### src/rtl/serial_transmitter.sv
// Parallel-to-serial frame transmitter: start bit (0), DATA_WIDTH data bits LSB first,
// stop bit (1), each bit held CLOCKS_PER_BIT clocks. All outputs are driven from flops.
module serial_transmitter #(
    parameter int DATA_WIDTH     = 8,
    parameter int CLOCKS_PER_BIT = 4
) (
    input  logic                  Clock,
    input  logic                  Reset,
    input  logic [DATA_WIDTH-1:0] Data,
    input  logic                  Valid,
    output logic                  Ready,
    output logic                  Serial,
    output logic                  Busy,
    output logic                  Done
);

    localparam int DIV_W = (CLOCKS_PER_BIT > 1) ? $clog2(CLOCKS_PER_BIT) : 1;
    localparam int BIT_W = (DATA_WIDTH > 1) ? $clog2(DATA_WIDTH) : 1;
    localparam logic [DIV_W-1:0] DIV_LAST = DIV_W'(CLOCKS_PER_BIT - 1);
    localparam logic [BIT_W-1:0] BIT_LAST = BIT_W'(DATA_WIDTH - 1);

    typedef enum logic [1:0] {
        IDLE  = 2'd0,
        START = 2'd1,
        DATA  = 2'd2,
        STOP  = 2'd3
    } state_t;

    state_t                  state_r, state_s;
    logic [DIV_W-1:0]        div_r, div_s;
    logic [BIT_W-1:0]        bit_r, bit_s;
    logic [DATA_WIDTH-1:0]   shift_r, shift_s;
    logic [DATA_WIDTH-1:0]   shifted_s;
    logic                    serial_r, serial_s;
    logic                    ready_r, ready_s;
    logic                    busy_r, busy_s;
    logic                    done_r, done_s;

    // Next-state and next-output computation for the frame sequencer.
    always_comb begin
        state_s   = state_r;
        div_s     = div_r;
        bit_s     = bit_r;
        shift_s   = shift_r;
        serial_s  = serial_r;
        ready_s   = ready_r;
        busy_s    = busy_r;
        done_s    = 1'b0;
        shifted_s = shift_r >> 1;

        case (state_r)
            IDLE: begin
                if (Valid) begin
                    shift_s  = Data;
                    state_s  = START;
                    div_s    = {DIV_W{1'b0}};
                    bit_s    = {BIT_W{1'b0}};
                    ready_s  = 1'b0;
                    busy_s   = 1'b1;
                    serial_s = 1'b0;
                end else begin
                    serial_s = 1'b1;
                    ready_s  = 1'b1;
                    busy_s   = 1'b0;
                end
            end
            START: begin
                if (div_r == DIV_LAST) begin
                    div_s    = {DIV_W{1'b0}};
                    serial_s = shift_r[0];
                    state_s  = DATA;
                end else begin
                    div_s = div_r + DIV_W'(1);
                end
            end
            DATA: begin
                if (div_r == DIV_LAST) begin
                    div_s = {DIV_W{1'b0}};
                    if (bit_r == BIT_LAST) begin
                        bit_s    = {BIT_W{1'b0}};
                        serial_s = 1'b1;
                        state_s  = STOP;
                    end else begin
                        // The next data bit is whatever lands in position 0 after the shift.
                        bit_s    = bit_r + BIT_W'(1);
                        shift_s  = shifted_s;
                        serial_s = shifted_s[0];
                    end
                end else begin
                    div_s = div_r + DIV_W'(1);
                end
            end
            STOP: begin
                if (div_r == DIV_LAST) begin
                    div_s   = {DIV_W{1'b0}};
                    state_s = IDLE;
                    done_s  = 1'b1;
                    ready_s = 1'b1;
                    busy_s  = 1'b0;
                end else begin
                    div_s = div_r + DIV_W'(1);
                end
            end
            default: begin
                state_s  = IDLE;
                div_s    = {DIV_W{1'b0}};
                bit_s    = {BIT_W{1'b0}};
                serial_s = 1'b1;
                ready_s  = 1'b1;
                busy_s   = 1'b0;
            end
        endcase
    end

    // State and output registers; reset aborts any frame without a Done pulse.
    always_ff @(posedge Clock or negedge Reset) begin
        if (!Reset) begin
            state_r  <= IDLE;
            div_r    <= {DIV_W{1'b0}};
            bit_r    <= {BIT_W{1'b0}};
            shift_r  <= {DATA_WIDTH{1'b0}};
            serial_r <= 1'b1;
            ready_r  <= 1'b1;
            busy_r   <= 1'b0;
            done_r   <= 1'b0;
        end else begin
            state_r  <= state_s;
            div_r    <= div_s;
            bit_r    <= bit_s;
            shift_r  <= shift_s;
            serial_r <= serial_s;
            ready_r  <= ready_s;
            busy_r   <= busy_s;
            done_r   <= done_s;
        end
    end

    assign Ready  = ready_r;
    assign Serial = serial_r;
    assign Busy   = busy_r;
    assign Done   = done_r;

endmodule

### config.mk
export PLATFORM = sky130hd
export DESIGN_NAME = serial_transmitter
export DESIGN_NICKNAME = d
export VERILOG_FILES = /design/src/rtl/serial_transmitter.sv
export SDC_FILE = /design/constraint.sdc
export NUM_CORES = 1
export LEC_CHECK = 0
export CAP_MARGIN = 20
export CORE_UTILIZATION = 35
export DETAILED_ROUTE_END_ITERATION = 12
export MAX_ROUTING_LAYER = met4
export PLACE_DENSITY = 0.58
export SYNTH_ARGS = -nofsm -noshare
export SYNTH_HDL_FRONTEND = slang
export SYNTH_SLANG_ARGS = --single-unit
### constraint.sdc
create_clock -name Clock -period 4.6 [get_ports Clock]
set_input_delay 0.46 -clock Clock [delete_from_list [all_inputs] [get_ports Clock]]
set_output_delay 0.46 -clock Clock [all_outputs]
set_load 0.02 [all_outputs]
==> impl_results.rst, run 1 <==
.. list-table::
   :header-rows: 1

   * - Metric
     - Value
   * - Max Clk Rate
     - 427 MHz
   * - Clk root buf
     - sky130_fd_sc_hd__clkbuf_4
   * - First drt pass iteration count
     - 4
   * - Input/output buffers
     - 14
   * - Setup clock skew after layout
     - 0.00844 ns
   * - Area of the multi-input gates
     - 619 um2
   * - Antenna diode count
     - 0
   * - Die Area
     - 3490 um2
   * - Insertion delay of the later-clocked pin in the worst-skew pair
     - 0.31 ns
   * - Detail-routed net length per standard cell
     - 13.2 um
   * - Worst hold path type
     - flip-flop to flip-flop
   * - Global-route wire length before repair
     - 3460 um
   * - TritonCTS clock tree
     - yes
   * - Maximum VDD drop
     - 0.000274 V
   * - Clk sinks
     - 19
   * - Row Count
     - 20
   * - Net switching power of the design
     - 0.346 mW
   * - Critical Path Source Type
     - flip-flop
   * - Ratio of cells with drive above 1 in the final layout
     - 22.0%
   * - Routed Wire Length
     - 2020 um
   * - Mapped Area
     - 1140 um2
   * - Die X-Extent
     - 59.1 um
   * - Start point of the worst min-delay path
     - div_r[1]
   * - PnR Total Power
     - 0.913 mW
   * - Minimum clock period after layout
     - 2.34 ns
   * - Kind of capture point of the worst setup path
     - flip-flop
   * - Result of the run
     - finished, final reports clean
   * - Setup Viol. Count Final
     - 0
   * - Comb power frac
     - 57.5%
   * - Most common library cell in the layout ignoring fill and taps
     - sky130_fd_sc_hd__dfrtp_1
   * - Sequential cell area fraction in the yosys report
     - 41.9%
   * - Worst R2R Start
     - state_r[0]
   * - Remaining design rule violation count
     - 0
   * - Startpoint-to-endpoint class of the critical path
     - flip-flop to flip-flop
   * - Initial standard-cell utilization of the core
     - 37.1%
   * - TritonCTS Buffers
     - 3
   * - Antenna violations before repair
     - 0
   * - Sum of net half-perimeters after detailed placement
     - 1490 um
   * - Register cell area after layout
     - 478 um2
   * - Cell internal power dissipation
     - 0.567 mW
   * - Setup tns final
     - 0 ns
   * - Number of cells on the worst reg-to-reg path
     - 5
   * - RSZ-0062 raised after global routing
     - no
   * - Reg-to-Reg End
     - shift_r[6]
   * - CTS HTree Levels
     - 1
   * - Largest net degree at the start of global routing
     - 20
   * - Number of storage elements in the synthesis netlist
     - 19
   * - Synthesized area per cell
     - 11.9 um2
   * - Data required time at the worst endpoint
     - 4.80 ns
   * - Top library cells by usage in the layout, fill and taps aside
     - sky130_fd_sc_hd__dfrtp_1 (17), sky130_fd_sc_hd__clkdlybuf4s50_1 (14), sky130_fd_sc_hd__ha_1 (10)
   * - Fraction of power consumed by the clock network
     - 9.5%
   * - Vias in the first global route
     - 750
   * - Post-route ant nets
     - 0
   * - Worst Hold End
     - div_r[1]
   * - Relative slew slack
     - 43.4%
   * - Total of warnings raised by yosys
     - 0
   * - Synth Instances
     - 96
   * - Net Count, Synth
     - 117
   * - Drt initial violations
     - 18
   * - Final estimated routing congestion in global placement
     - 0.803
   * - Drt via density
     - 4.88
   * - Critical path fanouts, max
     - 16
   * - Sequential share of power
     - 33.0%
   * - FILL cells
     - 306
   * - CTS hold repair buffers
     - 0
   * - Layout area overhead
     - 16.3%
   * - P_leak
     - 0.589 nW
   * - I/O Pins
     - 15
   * - Overflow left after global routing
     - 0
   * - Maximum count of clock buffers along a single path
     - 2
   * - Instance count along the most critical hold path
     - 2
   * - Share of the cycle needed by the critical path after routing
     - 51.0%
   * - Floorplan core area
     - 3080 um2
   * - Switching part of the total
     - 37.9%
   * - Number of vias in the routed layout
     - 746
   * - Number of buffers inserted by post-CTS setup repair
     - 0
   * - Max-cap violations
     - 0
   * - Worst-case register-to-register setup slack
     - 2.26 ns
   * - Final count of hold timing violations
     - 0
   * - Number of gates given a new drive strength after cts
     - 0
   * - Arr. time, crit path
     - 2.54 ns
   * - Final slew viol count
     - 0
   * - Post-synth cell types
     - 31
   * - Die Y-Extent
     - 59.1 um
   * - CTS clk-pin slew, worst paths
     - 0.12 ns
   * - Power per unit of standard cell area
     - 688 nW/um2
   * - Worst Max-Slew Pin Slew
     - 0.847 ns
   * - Number of nets in the finished design
     - 131
   * - Total global routing track utilization
     - 14.0%
## registers in the layout, summed over array words and instances, names as in the netlist
| signal | flops |
|---|---|
| Serial | 1 |
| shift_r | 8 |
| bit_r | 3 |
| Ready | 1 |
| Done | 1 |
| Busy | 1 |
| state_r | 2 |
| div_r | 2 |
## worst max-delay path, stage by stage, from the launching register on
cell and delay [ns]:
sky130_fd_sc_hd__dfrtp_1 0.43, sky130_fd_sc_hd__inv_1 0.16, sky130_fd_sc_hd__ha_1 0.60, sky130_fd_sc_hd__nor2_1 0.19, sky130_fd_sc_hd__a211oi_4 0.50, sky130_fd_sc_hd__mux2_4 0.34
## per-stage QoR
| stage | worst slack, ns | hold slack (ns) | util (%) | area (um2) | instances |
|---|---|---|---|---|---|
| floorplan | 2.67 | 0.164 | - | 1140 | 96 |
| global placement | 2.34 | 0.455 | 42.2 | 1300 | 149 |
| detailed placement | 2.24 | 0.491 | 42.2 | 1300 | 149 |
| CTS | 2.24 | 0.516 | 43.1 | 1330 | 153 |
| global route | 2.14 | 0.537 | 43.1 | 1330 | 153 |
| finish | 2.26 | 0.505 | 43.1 | 1330 | 153 |
## power groups by stage
| stage | sequential, mW | combinational, mW | clock (mW) |
|---|---|---|---|
| after floorplan | 0.310 | 0.418 | 0 |
| after global placement | 0.303 | 0.515 | 0 |
| after detailed placement | 0.304 | 0.533 | 0 |
| after CTS | 0.302 | 0.533 | 0.0901 |
| after global routing | 0.310 | 0.574 | 0.0975 |
| final | 0.301 | 0.525 | 0.0871 |
## cell type report
type	count	area share, %
clock buffers	3	1.70
multi-input cells	70	46.7
well taps	44	4.15
inverters	2	0.566
repair buffers	14	10.6
clock inverters	1	0.377
flip-flops and latches	19	36.0
## cells in the mapped netlist (all sizes together)
library cell	number	share of area [%]
dfrtp	17	37
mux2	16	18
ha	10	11
o21ai	8	3.5
nand2	7	2.3
buf	5	3.2
nand2b	4	2.2
mux2i	3	2.6
nor2	3	0.99
a31oi	2	1.1
dfstp	2	4.6
inv	2	0.66
nand3b	2	1.3
nor2b	2	1.8
a211oi	1	1.8
a21o	1	0.66
and2	1	0.55
and2b	1	0.66
nand3	1	0.44
nand4	1	0.55
nor4	1	0.55
o2111ai	1	0.77
o21bai	1	0.66
o2bb2ai	1	0.77
o31ai	1	0.66
o41ai	1	0.77
or2b	1	0.66
## logic make-up (layout without fill, tap and decap cells)
logic type	count (synthesis)	after routing	share of synthesized area, %
flip-flops	19	19	41.9
AND/OR/NAND/NOR	24	24	12.0
adder cells (fa/ha/maj)	10	10	11.0
buffers and inverters	7	20	3.84
multiplexers	19	19	20.7
AO/OA/AOI/OAI	17	17	10.6
## metal layers
metal | vias to the layer above | GRT usage, % | wire (um)
met5 | - | - | 0
met3 | 5 | 3.28 | 83
met2 | 19 | 21.6 | 902
met4 | 0 | 6.12 | 31
li1 | 368 | - | -
met1 | 354 | 17.5 | 997
## worst max-delay path by stage
stage               start         end  slack [ns]  cells after the start
3_5_place_dp   state_r[0]  shift_r[5]        2.24                      5
3_3_place_gp   state_r[0]  shift_r[2]        2.34                      5
6_report       state_r[0]  shift_r[6]        2.26                      5
2_1_floorplan  state_r[0]  shift_r[0]        2.67                      7
4_1_cts        state_r[0]  shift_r[5]        2.24                      5
5_1_grt        state_r[0]  shift_r[5]        2.14                      5
Power figures use the tool's default switching activity.
==> run 2: changes to the inputs <==
- clock period: 4.6 -> 2.2 ns (I/O delays scaled with it)
==> run 2 against run 1 <==
Utilization up 1.2 points; die area is the same; hold slack got worse by 0.27 ns; clock skew fell by 0.0065 ns; combinational power is 120% higher; fmax up 16%; sequential share of layout area decreased by 0.99 points; clock power grew 110%; final cell count is 3.3% higher; total power grew 110%; first-iteration DRC count down 33%; sequential power up 110%.
==> impl_results.rst, run 2 (synthesis results as in run 1) <==
.. list-table::
   :header-rows: 1

   * - Metric
     - Value
   * - Cell internal power dissipation
     - 1.23 mW (+120%)
   * - Detail-routed net length per standard cell
     - 12.4 um (-5.6%)
   * - Share of the cycle needed by the critical path after routing
     - 92.1% (+41 points)
   * - TritonCTS Buffers
     - 3 (unchanged)
   * - Insertion delay of the later-clocked pin in the worst-skew pair
     - 0.30 ns (about the same)
   * - Reg-to-Reg End
     - shift_r[3]
   * - Overflow left after global routing
     - 0 (unchanged)
   * - Setup Viol. Count Final
     - 0 (unchanged)
   * - Layout area overhead
     - 19.6%
   * - Registers with the highest flip-flop counts
     - shift_r (8), bit_r (3)
   * - Worst-case register-to-register setup slack
     - 0.17 ns (-2.08 ns)
   * - Worst Max-Slew Pin Slew
     - 0.542 ns (-0.305 ns)
   * - Final estimated routing congestion in global placement
     - 0.814 (+1.4%)
   * - Final slew viol count
     - 0 (unchanged)
   * - Die Y-Extent
     - 59.1 um (unchanged)
   * - Number of gates given a new drive strength after cts
     - 0 (unchanged)
   * - Arr. time, crit path
     - 2.23 ns (-0.31 ns)
   * - Sequential share of power
     - 31.8% (-1.2 points)
   * - Global-route wire length before repair
     - 3370 um (-2.8%)
   * - Largest register by flop count
     - shift_r
   * - Clk sinks
     - 19 (unchanged)
   * - Result of the run
     - finished, final reports clean
   * - CTS clk-pin slew, worst paths
     - 0.11 ns (about the same)
   * - Antenna violations before repair
     - 0 (unchanged)
   * - Number of vias in the routed layout
     - 751 (+0.67%)
   * - Sum of net half-perimeters after detailed placement
     - 1490 um (-0.19%)
   * - Clk root buf
     - sky130_fd_sc_hd__clkbuf_4
   * - First drt pass iteration count
     - 4 (unchanged)
   * - Max Clk Rate
     - 494 MHz (+16%)
   * - RSZ-0062 raised after global routing
     - no
   * - Post-route ant nets
     - 0 (unchanged)
   * - Number of nets in the finished design
     - 136 (+3.8%)
   * - I/O Pins
     - 15 (unchanged)
   * - Power per unit of standard cell area
     - 1430 nW/um2 (+110%)
   * - Comb power frac
     - 58.7% (+1.2 points)
   * - Relative slew slack
     - 63.8% (+20 points)
   * - Largest net degree at the start of global routing
     - 20 (unchanged)
   * - P_leak
     - 0.614 nW (+4.3%)
   * - Remaining design rule violation count
     - 0 (unchanged)
   * - Startpoint-to-endpoint class of the critical path
     - flip-flop to flip-flop
   * - Floorplan core area
     - 3080 um2 (unchanged)
   * - Ratio of cells with drive above 1 in the final layout
     - 25.4% (+3.4 points)
   * - Total global routing track utilization
     - 13.3% (-0.72 points)
   * - CTS HTree Levels
     - 1 (unchanged)
   * - Number of buffers inserted by post-CTS setup repair
     - 0 (unchanged)
   * - Number of cells on the worst reg-to-reg path
     - 5 (unchanged)
   * - CTS hold repair buffers
     - 0 (unchanged)
   * - Critical path fanouts, max
     - 7 (-9)
   * - Drt initial violations
     - 12 (-6)
   * - Net switching power of the design
     - 0.725 mW (+110%)
   * - Switching part of the total
     - 37.2% (-0.75 points)
   * - Setup clock skew after layout
     - 0.00190 ns (-0.00654 ns)
   * - Worst hold path type
     - input port to asynchronous set/reset pin
   * - Worst R2R Start
     - bit_r[0]
   * - Input/output buffers
     - 14 (unchanged)
   * - Fraction of power consumed by the clock network
     - 9.5% (about the same)
   * - Slowest Stage Delay on Critical Path
     - 0.53 ns (-0.07 ns)
   * - Vias in the first global route
     - 730 (-2.7%)
   * - Die X-Extent
     - 59.1 um (unchanged)
   * - Minimum clock period after layout
     - 2.03 ns (-0.318 ns)
   * - Kind of capture point of the worst setup path
     - flip-flop
   * - Routed Wire Length
     - 1970 um (-2.5%)
   * - Worst path most repeated cell
     - sky130_fd_sc_hd__ha_1
   * - Top library cells by usage in the layout, fill and taps aside
     - sky130_fd_sc_hd__dfrtp_1 (17), sky130_fd_sc_hd__clkdlybuf4s50_1 (14), sky130_fd_sc_hd__ha_1 (10)
   * - Flip-flop count of the largest register after layout
     - 8 (unchanged)
   * - TritonCTS clock tree
     - yes
   * - Max-cap violations
     - 0 (unchanged)
   * - Data required time at the worst endpoint
     - 2.40 ns (-2.40 ns)
   * - Initial standard-cell utilization of the core
     - 37.1% (unchanged)
   * - Ordered list of cells on the worst path
     - ha_1 -> ha_1 -> nand2b_1 -> a211oi_4 -> mux2_4
   * - Setup tns final
     - 0 ns (unchanged)
   * - Most common library cell in the layout ignoring fill and taps
     - sky130_fd_sc_hd__dfrtp_1
   * - Critical-path cell with the highest stage delay
     - sky130_fd_sc_hd__a211oi_4
   * - Drt via density
     - 4.75 (-2.5%)
   * - Die Area
     - 3490 um2 (unchanged)
   * - Antenna diode count
     - 0 (unchanged)
   * - Final count of hold timing violations
     - 0 (unchanged)
   * - Row Count
     - 20 (unchanged)
   * - PnR Total Power
     - 1.95 mW (+110%)
   * - Maximum VDD drop
     - 0.000597 V (+120%)
   * - Critical Path Source Type
     - flip-flop
   * - Maximum count of clock buffers along a single path
     - 2 (unchanged)
==> run 2: how the worst max path moves through the flow <==
stage	startpoint	to	slack, ns	cells after the start
floorplan	state_r[0]	shift_r[0]	0.27	7
global placement	bit_r[0]	shift_r[0]	0.19	5
detailed placement	state_r[0]	shift_r[3]	0.18	5
CTS	state_r[0]	shift_r[5]	0.16	5
global route	state_r[0]	shift_r[6]	0.1	5
finish	bit_r[0]	shift_r[3]	0.17	5
==> run 2: layout make-up <==
type,count,area (um2)
well taps,44,55.1
clock inverters,1,5.00
clock buffers,3,22.5
fillers,288,1710
repair buffers,19,178
multi-input cells,70,619
inverters,2,7.51
flip-flops and latches,19,478
==> run 2: metrics by stage <==
| stage | util [%] | setup WS [ns] | instance area, um2 | instances | hold WS, ns |
|---|---|---|---|---|---|
| finish | 44.3 | 0.174 | 1370 | 158 | 0.235 |
| global placement | 43.5 | 0.193 | 1340 | 154 | 0.477 |
| CTS | 44.3 | 0.161 | 1370 | 158 | 0.242 |
| detailed placement | 43.5 | 0.181 | 1340 | 154 | 0.468 |
| floorplan | - | 0.270 | 1140 | 96 | -0.0756 |
| global route | 44.3 | 0.0965 | 1370 | 158 | 0.249 |
==> run 2: worst max-delay path: cells and delay by family, from the launching register on <==
kind | cells | cell delay [ns]
adders and majority gates | 2 | 0.44
AOI/OAI and AO/OA | 1 | 0.53
DFF | 1 | 0.41
and+or+nand+nor | 1 | 0.20
muxes | 1 | 0.34
==> run 2: routing by layer <==
layer	part of all wire, %	GRT usage (%)
met1	48	17.2
met2	46	20.1
met3	4.5	2.84
met4	1.3	5.44
met5	0	-
==> run 2: power by group through the flow <==
stage,registers (mW),logic [mW],clock network [mW]
after detailed placement,0.626,1.16,0
after global placement,0.625,1.14,0
after CTS,0.622,1.16,0.192
final,0.621,1.14,0.185
after global routing,0.637,1.26,0.205
after floorplan,0.648,0.874,0
